### config.mk
export PLATFORM = sky130hd
export DESIGN_NAME = uart_tx_arbiter
export DESIGN_NICKNAME = d
export VERILOG_FILES = /design/src/rtl/uart_tx_arbiter.sv
export SDC_FILE = /design/constraint.sdc
export NUM_CORES = 1
export LEC_CHECK = 0
export BUFFER_PORTS_ARGS = -buffer_cell sky130_fd_sc_hd__buf_4
export CORE_UTILIZATION = 50
export DETAILED_ROUTE_END_ITERATION = 10
export PLACE_DENSITY = 0.74
export REMOVE_ABC_BUFFERS = 1
export SLEW_MARGIN = 5
export SYNTH_ARGS = -nofsm -noshare
export SYNTH_HDL_FRONTEND = slang
export SYNTH_SLANG_ARGS = --single-unit
### constraint.sdc
create_clock -name clk -period 2.2 [get_ports clk]
set_input_delay 0.11 -clock clk [delete_from_list [all_inputs] [get_ports clk]]
set_output_delay 0.11 -clock clk [all_outputs]
set_load 0.02 [all_outputs]
### src/rtl/uart_tx_arbiter.sv
// Round-robin arbiter sharing one UART transmitter among NUM_REQ byte sources,
// with per-message locking released by req_last or an idle timeout in HOLD.
module uart_tx_arbiter #(
  parameter int NUM_REQ      = 2,
  parameter int LOCK_TIMEOUT = 65535
) (
  input  logic                       clk,
  input  logic                       rst,
  input  logic [NUM_REQ-1:0]         req_valid,
  input  logic [8*NUM_REQ-1:0]       req_data,
  input  logic [NUM_REQ-1:0]         req_last,
  output logic [NUM_REQ-1:0]         req_ready,
  output logic                       tx_load,
  output logic [7:0]                 tx_data,
  input  logic                       tx_ready,
  output logic [$clog2(NUM_REQ)-1:0] grant_id,
  output logic                       busy
);

  localparam int IDW = $clog2(NUM_REQ);
  localparam int CW  = (LOCK_TIMEOUT > 1) ? $clog2(LOCK_TIMEOUT) : 1;

  typedef enum logic [2:0] {
    IDLE   = 3'd0,
    LOAD   = 3'd1,
    SETTLE = 3'd2,
    DRAIN  = 3'd3,
    HOLD   = 3'd4
  } state_t;

  state_t         state, state_n;
  logic [IDW-1:0] ptr, ptr_n;
  logic [CW-1:0]  cnt, cnt_n;
  logic           last_q;

  logic           accept;
  logic [IDW-1:0] accept_id;
  logic           win_found;
  logic [IDW-1:0] win_id;
  logic [IDW:0]   cand_sum;
  logic [IDW-1:0] release_ptr;

  logic [7:0] req_byte [NUM_REQ];

  for (genvar g = 0; g < NUM_REQ; g++) begin : g_bytes
    assign req_byte[g] = req_data[8*g +: 8];
  end

  // First valid requester at or after ptr, searching upward with wrap.
  always_comb begin
    win_found = 1'b0;
    win_id    = '0;
    cand_sum  = '0;
    for (int k = 0; k < NUM_REQ; k++) begin
      cand_sum = {1'b0, ptr} + (IDW+1)'(k);
      if (cand_sum >= (IDW+1)'(NUM_REQ)) begin
        cand_sum = cand_sum - (IDW+1)'(NUM_REQ);
      end
      if (!win_found && req_valid[cand_sum[IDW-1:0]]) begin
        win_found = 1'b1;
        win_id    = cand_sum[IDW-1:0];
      end
    end
  end

  assign release_ptr = (grant_id == IDW'(NUM_REQ - 1)) ? '0 : grant_id + 1'b1;

  always_comb begin
    state_n   = state;
    ptr_n     = ptr;
    cnt_n     = cnt;
    accept    = 1'b0;
    accept_id = grant_id;
    req_ready = '0;
    case (state)
      IDLE: begin
        if (tx_ready && win_found) begin
          accept    = 1'b1;
          accept_id = win_id;
          state_n   = LOAD;
        end
      end
      LOAD:   state_n = SETTLE;
      // The transmitter's ready register lags tx_load by a cycle, so skip it here.
      SETTLE: state_n = DRAIN;
      DRAIN: begin
        if (tx_ready) begin
          if (last_q) begin
            state_n = IDLE;
            ptr_n   = release_ptr;
          end else begin
            state_n = HOLD;
            cnt_n   = '0;
          end
        end
      end
      HOLD: begin
        if (tx_ready && req_valid[grant_id]) begin
          accept  = 1'b1;
          state_n = LOAD;
          cnt_n   = '0;
        end else if ((LOCK_TIMEOUT != 0) && !req_valid[grant_id] &&
                     (cnt == CW'(LOCK_TIMEOUT - 1))) begin
          state_n = IDLE;
          ptr_n   = release_ptr;
        end else if (cnt != '1) begin
          cnt_n = cnt + 1'b1;
        end
      end
      default: state_n = IDLE;
    endcase
    if (accept && !rst) begin
      req_ready[accept_id] = 1'b1;
    end
  end

  always_ff @(posedge clk) begin
    if (rst) begin
      state    <= IDLE;
      ptr      <= '0;
      cnt      <= '0;
      last_q   <= 1'b0;
      tx_data  <= 8'h00;
      grant_id <= '0;
    end else begin
      state <= state_n;
      ptr   <= ptr_n;
      cnt   <= cnt_n;
      if (accept) begin
        tx_data  <= req_byte[accept_id];
        grant_id <= accept_id;
        last_q   <= req_last[accept_id];
      end
    end
  end

  assign tx_load = (state == LOAD);
  assign busy    = (state != IDLE);

endmodule

==> metrics.txt <==
status=finished clean; GP Congestion=around 0.8; most common cell after layout, fill and taps aside=buf_4; leakage power=0.7721 nW; setup violators final=0; worst flop-to-flop path startpoint=cnt[6]; ordered cell list for the critical path=or3b_1 > o22ai_1 > and2_2 > nor3b_2 > buf_4; clk slew on worst S/H paths=about 90 ps; Initial Utilization=52.04%; Buffers & Inverters on Critical Path=1; n_diodes=0; top_reg_cell synth=dfxtp_1; Max Root-Sink Buffers=2; vias in the first global route=1,438; hold buffers post-CTS=0; Hold Crit Class=input pin to register; Clock Skew=7.551 ps; largest net degree at the start of global routing=34; WP data arrival=~1900 ps; relative slew slack=68.14%; post-synthesis register bit count=30; sequential share of the synthesized area=34.58%; WL final=3911 um; Final nets=271; hold path startpoint=req_data[5]; Final Cycle Share=between 90% and 100%; Max FO, Critical Path=9; initial antenna violation count=0; total grt overflow=0; Die Y=approximately 60 um; Setup crit start kind=register; critical path startpoint=state[0]; Final min period=2041 ps; Worst-Skew Late Latency=330 ps; Die Footprint=between 0.003 and 0.004 mm2; via/cell ratio=5.730; FP Rows=21; CTS H-tree depth=2; CP endpoint kind=output pin; WL per Instance=about 13 um; Total GRT Usage=23.68%; RSZ-0062 raised after global routing=no; CP delay by family, top=simple AND/OR/NAND/NOR gates; DP Wirelength=2869 um; Core Region=around 0.0033 mm2; measured slew at the worst slew-check pin=474.2 ps; Sink Count=30; Final Hold Violating Endpoints=0; # DRC=0; asr flop ratio synth=0%; Worst Path Required=about 2100 ps; fin area=0.002125 mm2; first-pass GRT wire length=6575 um; Peak Freq=just under 500 MHz; CTS tree=done; CP Class=register to output pin; VDD IR max=0.0003570 V; Mapped Cells=roughly 210; Post-Syn Area per Cell=about 8.4 um2; Max stage delay on crit path=470 ps; placed cell area=0.002057 mm2; clock root buffer=clkbuf_4; drt initial violations=between 100 and 150; Final TNS setup=0 ps; die width=between 60 and 70 um; Final Max Slew Viols=0; Max Cap Viol=0; share of cells above drive strength 1=about 28%; crit path max-delay cell type=or3b_1; post-route ant nets=0; First-pass DRT Iterations=4; IO buf count=35; total CTS buffers=5; Mapped Area=around 0.0017 mm2; most frequent cells in the layout=buf_4 (43), dfxtp_1 (29), nor2_1 (23); yosys warns=0; vias=~1,700; Post-synth EDFFs=0; io pins=36; post-synth cell types=52; Area Overhead vs Synth=22.33%; Pwr Density=583.9 mW/mm2
## registers in the layout (all words and copies together) (netlist names)
| register | count |
|---|---|
| state | 3 |
| cnt | 16 |
| tx_data | 8 |
| last_q | 1 |
| grant_id | 1 |
| ptr | 1 |
## where the power goes
part | switching [mW] | leakage, nW | internal (mW)
sequential | 0.0314 | 0.244 | 0.572
combinational | 0.152 | 0.492 | 0.142
clock | 0.189 | 0.0353 | 0.155
## through the flow
| step | util, % | hold slack (ps) | setup WS (ps) | power (mW) | instances |
|---|---|---|---|---|---|
| 2_1_floorplan | - | 179.1 | 20.87 | 0.7763 | 196 |
| 3_3_place_gp | 61.64 | 463.6 | 277.6 | 0.9051 | 285 |
| 3_5_place_dp | 61.64 | 470.9 | 223.9 | 0.9078 | 285 |
| 4_1_cts | 63.48 | 115.6 | 6.831 | 1.250 | 293 |
| 5_1_grt | 63.67 | 134.2 | 40.17 | 1.301 | 293 |
| 6_report | 63.67 | 116.9 | 159.0 | 1.241 | 293 |
## worst register-to-register path: stages (launching register included)
cell and delay (ps):
dfxtp_1 440, nand4_2 140, or4_4 580, or2_1 280, o21ai_2 120, mux2_1 320
## repair_timing
| item | 4_1_cts | 5_1_grt |
|---|---|---|
| pin swaps | 0 | 0 |
| buffers inserted | 0 | 0 |
| setup endpoints to repair | 1 | 1 |
| gates resized for setup | 1 | 2 |
## final cells by class
class	count	area, um2
Clock buffer	7	55.05
Clock inverter	1	5.005
Fill cell	309	1212
Inverter	5	18.77
Multi-Input combinational cell	161	1064
Sequential cell	30	601.8
Tap cell	46	57.56
Timing Repair Buffer	43	322.8
## synthesized netlist by cell type (2+ instances only)
cell type	number	area share, %
o21ai_1	2	0.58
nand3_1	8	2.3
a31oi_1	6	2.2
a311oi_1	5	2.5
o211ai_1	2	0.86
nor2b_1	2	0.72
a211oi_1	10	4.3
and3_1	3	1.1
nor3_1	5	1.4
nor3b_1	2	0.86
nand2_1	14	3.0
a31o_2	3	1.5
a221oi_1	2	1.0
mux2i_1	10	5.8
a21oi_1	15	4.3
nand4_1	3	1.1
clkbuf_1	3	0.65
and2_1	3	1.1
buf_2	6	1.7
inv_1	5	1.1
ha_1	2	1.4
a21o_1	2	0.86
nor4_1	2	0.72
dfxtp_1	30	35
o21ai_0	10	2.9
nor2_1	23	5.0
or3_1	4	1.4
## metal layers
metal | vias to the layer above | part of all wire, % | wire length, um | track usage [%]
met3 | 8 | 3.7 | 146 | 5.757
met4 | 0 | 1.5 | 60 | 7.792
met1 | 779 | 46 | 1816 | 29.42
met2 | 36 | 48 | 1888 | 40.19
li1 | 856 | - | - | -
met5 | - | 0 | 0 | 0
## cells by family (layout without fill, tap and decap cells)
group | count (synthesis) | count (layout) | synth area share, %
and+or+nand+nor | 80 | 80 | 25.50
adders and majority gates | 2 | 2 | 1.441
muxes | 12 | 12 | 7.061
AOI/OAI and AO/OA | 67 | 67 | 26.87
buffers and inverters | 16 | 56 | 4.539
DFF | 30 | 30 | 34.58
## final timing paths
kind	endpoint	slack, ps	depth (start not counted)
setup / recovery	req_ready[0]	160	5
hold reg to reg	cnt[15]	490	2
hold / removal	tx_data[5]	120	3
setup reg to reg	ptr	210	5
(Power assumes the default switching activity.)
